[config.mk]
export PLATFORM = sky130hd
export DESIGN_NAME = add_rr_sched_flat
export DESIGN_NICKNAME = d
export VERILOG_FILES = /design/src/rtl/add_rr_sched_pkg.sv /design/src/rtl/add_rr_sched_if.sv /design/src/rtl/add_rr_sched_rr_pick.sv /design/src/rtl/add_rr_sched.sv /design/src/flat_wrapper.sv
export SDC_FILE = /design/constraint.sdc
export NUM_CORES = 1
export LEC_CHECK = 0
export ABC_AREA = 0
export BUFFER_PORTS_ARGS = -buffer_cell sky130_fd_sc_hd__buf_2
export CORE_MARGIN = 4
export CORE_UTILIZATION = 25
export CTS_CLUSTER_DIAMETER = 150
export DETAILED_ROUTE_END_ITERATION = 8
export SETUP_SLACK_MARGIN = 0.2
export SLEW_MARGIN = 5
export SYNTH_ARGS = -nofsm -noshare
export SYNTH_HDL_FRONTEND = slang
export SYNTH_HIERARCHICAL = 1
export SYNTH_SLANG_ARGS = --single-unit
[constraint.sdc]
create_clock -name clk -period 3.4 [get_ports clk]
set_input_delay 0.51 -clock clk [delete_from_list [all_inputs] [get_ports clk]]
set_output_delay 0.51 -clock clk [all_outputs]
set_load 0.005 [all_outputs]
[src/rtl/add_rr_sched_pkg.sv]
// Shared constants and helpers for the round-robin adder scheduler.
package add_rr_sched_pkg;

  localparam int unsigned DEF_NREQ = 4;
  localparam int unsigned DEF_W    = 32;
  localparam int unsigned DEF_CNTW = 16;

  // Accept-to-response latency in cycles (fixed, independent of load).
  localparam int unsigned ADD_LAT  = 2;

  // Tag = {valid, lane index}.
  function automatic int unsigned tag_w(input int unsigned nreq);
    return $clog2(nreq) + 1;
  endfunction

endpackage

[src/rtl/add_rr_sched_if.sv]
// Requester and adder-side bus of the scheduler.
interface add_rr_sched_if #(
  parameter int unsigned NREQ = 4,
  parameter int unsigned W    = 32
);

  logic [NREQ-1:0]   req_valid;
  logic [NREQ*W-1:0] req_a;
  logic [NREQ*W-1:0] req_b;
  logic [NREQ-1:0]   req_ready;
  logic [NREQ-1:0]   resp_valid;
  logic [W-1:0]      resp_data;
  logic [W-1:0]      add_a;
  logic [W-1:0]      add_b;
  logic              add_r;
  logic [W-1:0]      add_s;

  // Scheduler side.
  modport slave (
    input  req_valid, req_a, req_b, add_s,
    output req_ready, resp_valid, resp_data, add_a, add_b, add_r
  );

  // Requesters plus adder side.
  modport master (
    output req_valid, req_a, req_b, add_s,
    input  req_ready, resp_valid, resp_data, add_a, add_b, add_r
  );

endinterface

[src/rtl/add_rr_sched_rr_pick.sv]
// Combinational round-robin picker: first requesting lane at or above ptr, mod NREQ.
module add_rr_sched_rr_pick #(
  parameter int unsigned NREQ = 4,
  parameter int unsigned PW   = 2
) (
  input  logic [NREQ-1:0] i_req,
  input  logic [PW-1:0]   i_ptr,
  output logic [NREQ-1:0] o_grant_c,
  output logic [PW-1:0]   o_idx_c,
  output logic            o_any_c
);

  // Scan lanes ptr, ptr+1, ... wrapping; the first valid one wins.
  always_comb begin
    int unsigned lane;
    o_grant_c = '0;
    o_idx_c   = '0;
    o_any_c   = 1'b0;
    lane      = 0;
    for (int unsigned k = 0; k < NREQ; k++) begin
      lane = 32'(i_ptr) + k;
      if (lane >= NREQ) begin
        lane = lane - NREQ;
      end
      if (!o_any_c && i_req[PW'(lane)]) begin
        o_any_c              = 1'b1;
        o_idx_c              = PW'(lane);
        o_grant_c[PW'(lane)] = 1'b1;
      end
    end
  end

endmodule

[src/rtl/add_rr_sched.sv]
// Round-robin scheduler time-sharing one adder among NREQ requesters.
// One accept per cycle; each sum returns to its issuer two cycles later.
module add_rr_sched
  import add_rr_sched_pkg::*;
#(
  parameter int unsigned NREQ = DEF_NREQ,
  parameter int unsigned W    = DEF_W,
  parameter int unsigned CNTW = DEF_CNTW
) (
  input  logic                 clk,
  input  logic                 rst,
  add_rr_sched_if.slave        sched_bus,
  output logic [CNTW-1:0]      op_count
);

  localparam int unsigned PW   = $clog2(NREQ);
  localparam int unsigned TAGW = tag_w(NREQ);

  logic [PW-1:0]   r_ptr;
  logic [W-1:0]    r_add_a;
  logic [W-1:0]    r_add_b;
  logic            r_add_r;
  logic [TAGW-1:0] r_tag0;
  logic [TAGW-1:0] r_tag1;
  logic [W-1:0]    r_resp_data;
  logic [CNTW-1:0] r_op_count;

  logic [NREQ-1:0] w_grant;
  logic [PW-1:0]   w_idx;
  logic            w_any;
  logic [W-1:0]    w_op_a;
  logic [W-1:0]    w_op_b;
  logic [PW-1:0]   w_ptr_nxt;
  logic [NREQ-1:0] w_resp_valid;

  add_rr_sched_rr_pick #(
    .NREQ (NREQ),
    .PW   (PW)
  ) u_pick (
    .i_req     (sched_bus.req_valid),
    .i_ptr     (r_ptr),
    .o_grant_c (w_grant),
    .o_idx_c   (w_idx),
    .o_any_c   (w_any)
  );

  // Grant is combinational; suppressed while in reset.
  assign sched_bus.req_ready = rst ? '0 : w_grant;

  // One-hot operand mux for the granted lane.
  always_comb begin
    w_op_a = '0;
    w_op_b = '0;
    for (int unsigned i = 0; i < NREQ; i++) begin
      if (w_grant[i]) begin
        w_op_a = sched_bus.req_a[i*W +: W];
        w_op_b = sched_bus.req_b[i*W +: W];
      end
    end
  end

  // Pointer moves to the lane after the one just granted.
  always_comb begin
    w_ptr_nxt = r_ptr;
    if (w_any) begin
      w_ptr_nxt = (w_idx == PW'(NREQ - 1)) ? '0 : w_idx + PW'(1);
    end
  end

  // Issue stage: operand registers, adder load, pointer, op counter.
  always_ff @(posedge clk) begin
    if (rst) begin
      r_add_a    <= '0;
      r_add_b    <= '0;
      r_add_r    <= 1'b0;
      r_ptr      <= '0;
      r_op_count <= '0;
    end else begin
      r_add_r <= w_any;
      r_ptr   <= w_ptr_nxt;
      if (w_any) begin
        r_add_a    <= w_op_a;
        r_add_b    <= w_op_b;
        r_op_count <= r_op_count + CNTW'(1);
      end
    end
  end

  // Tag pipe follows each op through the adder so the sum finds its issuer.
  always_ff @(posedge clk) begin
    if (rst) begin
      r_tag0 <= '0;
      r_tag1 <= '0;
    end else begin
      r_tag0 <= {w_any, w_idx};
      r_tag1 <= r_tag0;
    end
  end

  // Capture the adder sum while its tag is in the adder stage; hold otherwise.
  always_ff @(posedge clk) begin
    if (rst) begin
      r_resp_data <= '0;
    end else if (r_tag0[TAGW-1]) begin
      r_resp_data <= sched_bus.add_s;
    end
  end

  // Response strobe decoded from the registered second tag stage.
  always_comb begin
    w_resp_valid = '0;
    if (r_tag1[TAGW-1]) begin
      w_resp_valid[r_tag1[PW-1:0]] = 1'b1;
    end
  end

  assign sched_bus.resp_valid = w_resp_valid;
  assign sched_bus.resp_data  = r_resp_data;
  assign sched_bus.add_a      = r_add_a;
  assign sched_bus.add_b      = r_add_b;
  assign sched_bus.add_r      = r_add_r;
  assign op_count             = r_op_count;

endmodule

[src/flat_wrapper.sv]
// flat-port wrapper written by rule: the top's interface ports become plain ports
module add_rr_sched_flat import add_rr_sched_pkg::*;
#(
  parameter int unsigned NREQ = DEF_NREQ,
  parameter int unsigned W    = DEF_W,
  parameter int unsigned CNTW = DEF_CNTW
)
  (clk, rst, op_count, sched_bus_req_valid, sched_bus_req_a, sched_bus_req_b, sched_bus_add_s, sched_bus_req_ready, sched_bus_resp_valid, sched_bus_resp_data, sched_bus_add_a, sched_bus_add_b, sched_bus_add_r);
  add_rr_sched_if #(.NREQ(NREQ), .W(W)) sched_bus_i ();
  input  logic clk;
  input  logic rst;
  output logic [CNTW-1:0] op_count;
  input wire logic [$bits(sched_bus_i.req_valid)-1:0] sched_bus_req_valid;
  input wire logic [$bits(sched_bus_i.req_a)-1:0] sched_bus_req_a;
  input wire logic [$bits(sched_bus_i.req_b)-1:0] sched_bus_req_b;
  input wire logic [$bits(sched_bus_i.add_s)-1:0] sched_bus_add_s;
  output wire logic [$bits(sched_bus_i.req_ready)-1:0] sched_bus_req_ready;
  output wire logic [$bits(sched_bus_i.resp_valid)-1:0] sched_bus_resp_valid;
  output wire logic [$bits(sched_bus_i.resp_data)-1:0] sched_bus_resp_data;
  output wire logic [$bits(sched_bus_i.add_a)-1:0] sched_bus_add_a;
  output wire logic [$bits(sched_bus_i.add_b)-1:0] sched_bus_add_b;
  output wire logic [$bits(sched_bus_i.add_r)-1:0] sched_bus_add_r;
  assign sched_bus_i.req_valid = sched_bus_req_valid;
  assign sched_bus_i.req_a = sched_bus_req_a;
  assign sched_bus_i.req_b = sched_bus_req_b;
  assign sched_bus_i.add_s = sched_bus_add_s;
  assign sched_bus_req_ready = sched_bus_i.req_ready;
  assign sched_bus_resp_valid = sched_bus_i.resp_valid;
  assign sched_bus_resp_data = sched_bus_i.resp_data;
  assign sched_bus_add_a = sched_bus_i.add_a;
  assign sched_bus_add_b = sched_bus_i.add_b;
  assign sched_bus_add_r = sched_bus_i.add_r;
  add_rr_sched #(.NREQ(NREQ), .W(W), .CNTW(CNTW)) u_core (.clk(clk), .rst(rst), .sched_bus(sched_bus_i), .op_count(op_count));
endmodule
==> impl_metrics.csv <==
group,metric,value,unit
final_layout,fin_cells,1565,
detailed_routing,drt-pass1-iter-count,4,
run,drv_cap,0,
floorplan,die_y,180,um
sta,worstMarginPinSlew,0.601,ns
detailed_routing,drtIter0Drc,276,
setup_path,worstPathArrival,2.59,ns
final_layout,area_growth,43.5,%
sta,fin_crit_sh,0.911,
clocking,root_buffer,"clkbuf_16",
global_route,grt_usage,0.164,
clocking,cts_tree,"built",
global_route,grt_overflow,0,
power,p_per_area,983,nW/um^2
sta,finalHoldViolations,0,
synth,synth_most_common_cell,"dfxtp_1",
setup_path,worstPathMaxFanout,4,
outcome,status,"complete, no violations",
power,leakage,0.00480,uW
setup_path,end_kind,"output pin",
detailed_routing,drc,0,
detailed_routing,via_per_inst,4.80,
sta,rsz0062_at_grt,"yes",
floorplan,fp.coreArea,28900,um^2
detailed_routing,final_antenna_net_count,0,
global_route,grt_max_degree,82,
synth,synth_ff_type,"dfxtp_1",
clocking,htree_levels,4,
synth,synth_area_per_cell,9.55,um^2
sta,setup-tns-final,0,ns
sta,maxSlewViolCount,0,
detailed_routing,wirelength,28.2,mm
synth,synth.top_cells.by_count,"dfxtp_1, nor2_1, nor2b_1",
synth,synth_seq_cells,120,
sta,max_slew_margin,0.596,
clocking,cts_buffer_depth,2,
synth,synth_area_leader_cell,"dfxtp_1",
final_layout,fin_nets,1468,
synth,synthTopCellsByArea,"dfxtp_1, a221oi_2, o311a_1",
synth,ys_types,48,
clocking,cts_buffers,17,
synth,synth-edff-count,0,
global_route,antenna_found_initial,2,
synth,netlist_area,7370,um^2
sta,clock_skew,0.00955,ns
clocking,clk_pin_slew,0.06,ns
clocking,clock_latency,0.41,ns
final_layout,final_area,10600,um^2
sta,clock.fmax,323,MHz
global_route,grt_pass1_vias,7651,
detailed_routing,avgRoutedWirePerCell,18.0,um
floorplan,die-width,180,um
place,place_area,9750,um^2
final_layout,final_util,0.366,
synth,syn_nets,1073,
synth,yosysSeqAreaShare,0.326,
setup_path,path_class,"reg -> out",
power,peakVddDrop,438,uV
synth,synthArstFlopShare,0,
synth,netlist_instances,772,
floorplan,floorplan.initialDensity,0.255,
detailed_routing,vias,7506,
setup_path,cp-start-kind,"flop",
setup_path,worstPathRequired,2.89,ns
sta,fin_crit,3.10,ns
floorplan,dieArea,32300,um^2
place,globalplace.congestion,0.845,
place,dp_hpwl,20.3,mm
place,numPortBuffers,414,
synth,ys.warnings.count,6,
clocking,clock-sinks,120,
place,placed_cells,1517,
min_path,hold_path_class,"in -> reg",
floorplan,ios,415,
final_layout,drive_above_1_share,0.535,
global_route,grt_pass1_wl,42.8,mm
floorplan,rows,62,
sta,finalSetupViolCount,0,
synth,synth_top_area_frac,0.326,
power by group:
group	leakage, uW	total (uW)	internal, uW	switching, uW
Sequential	0.000990	1960	1770	188
Combinational	0.00352	6540	3210	3330
Clock	0.000295	1900	1120	785
cells by family (layout without fill, tap and decap cells):
logic type      count (synthesis)  after routing  synth area share
flops                         120            120             0.326
compound gates                151            152             0.233
xor+xnor                       13             13            0.0154
buf+inv                        85            492            0.0764
fa+ha+maj                       7              7            0.0119
mux                            43             43            0.0667
other cells                     0              1                 0
simple gates                  353            353             0.270
cells in the final DEF, fill, tap and decap left out, drive strengths merged, types with 2 or more instances in the layout:
cell / n
nor2b: 75
clkbuf: 17
bufbuf: 2
nor4: 4
xor2: 4
nor3: 68
nand3: 4
bufinv: 2
a221oi: 63
o311a: 63
nand4: 4
a21oi: 4
nand2: 71
and3: 2
inv: 17
mux2: 3
xnor2: 9
buf: 451
a22oi: 9
mux2i: 36
ha: 7
nor2: 119
o21ai: 8
dfxtp: 120
mux4: 4
clkinvlp: 2
state kept, by name (all words and copies together) (netlist names):
register,flops
u_core/sched_bus.add_r,1
u_core/r_tag1,3
u_core/sched_bus.add_a,32
u_core/r_tag0,2
u_core/sched_bus.add_b,32
u_core/r_ptr,2
u_core/op_count,16
u_core/sched_bus.resp_data,32
cell type report:
type                            instances  area [um^2]
Multi-Input combinational cell        568         4510
Tap cell                              384          480
Timing Repair Buffer                  453         2550
Clock buffer                           17          425
Fill cell                            2984        18400
Clock inverter                         15          184
Antenna cell                            1         2.50
Sequential cell                       120         2400
Inverter                                7         26.3
final timing paths:
check | from | to | slack [ns] | depth (start not counted)
setup reg to reg | u_core/r_ptr[0] | u_core/sched_bus.add_b[16] | 0.38 | 11
setup / recovery | u_core/r_ptr[0] | sched_bus_req_ready[2] | 0.30 | 9
hold / removal | sched_bus_add_s[17] | u_core/sched_bus.resp_data[17] | 0.33 | 3
hold reg to reg | u_core/r_tag0[1] | u_core/r_tag1[1] | 0.44 | 1
routing by layer:
layer  global-route usage  part of all wire  vias up
met3               0.0437             0.069       41
met1                0.200              0.42     3544
met2                0.279              0.48      297
met4               0.0628             0.031        2
met5                    0           0.00025        -
li1                     -                 -     3622
critical path, stage by stage (launching register included):
cell	delay [ns]
dfxtp_2	0.35
inv_1	0.09
ha_4	0.29
mux4_2	0.34
nor4b_4	0.40
a22oi_1	0.19
o21ai_4	0.13
buf_12	0.14
nor2b_1	0.11
buf_2	0.12
per-stage QoR:
step	setup WS, ns	hold WS, ns	power (uW)
3_3_place_gp	0.103	0.427	8070
4_1_cts	0.111	0.311	10500
6_report	0.303	0.335	10400
2_1_floorplan	0.206	0.414	6780
5_1_grt	0.171	0.322	11100
3_5_place_dp	0.0418	0.436	8180
timing repair:
action | in CTS | in global routing
setup buffers | 6 | 5
resized for setup | 5 | 8
setup endpoints to repair | 6 | 62
cloned | 3 | 1
pin swaps | 3 | 2
hold buffers | 0 | 0
Note: power is estimated with default switching activity, not from simulation.
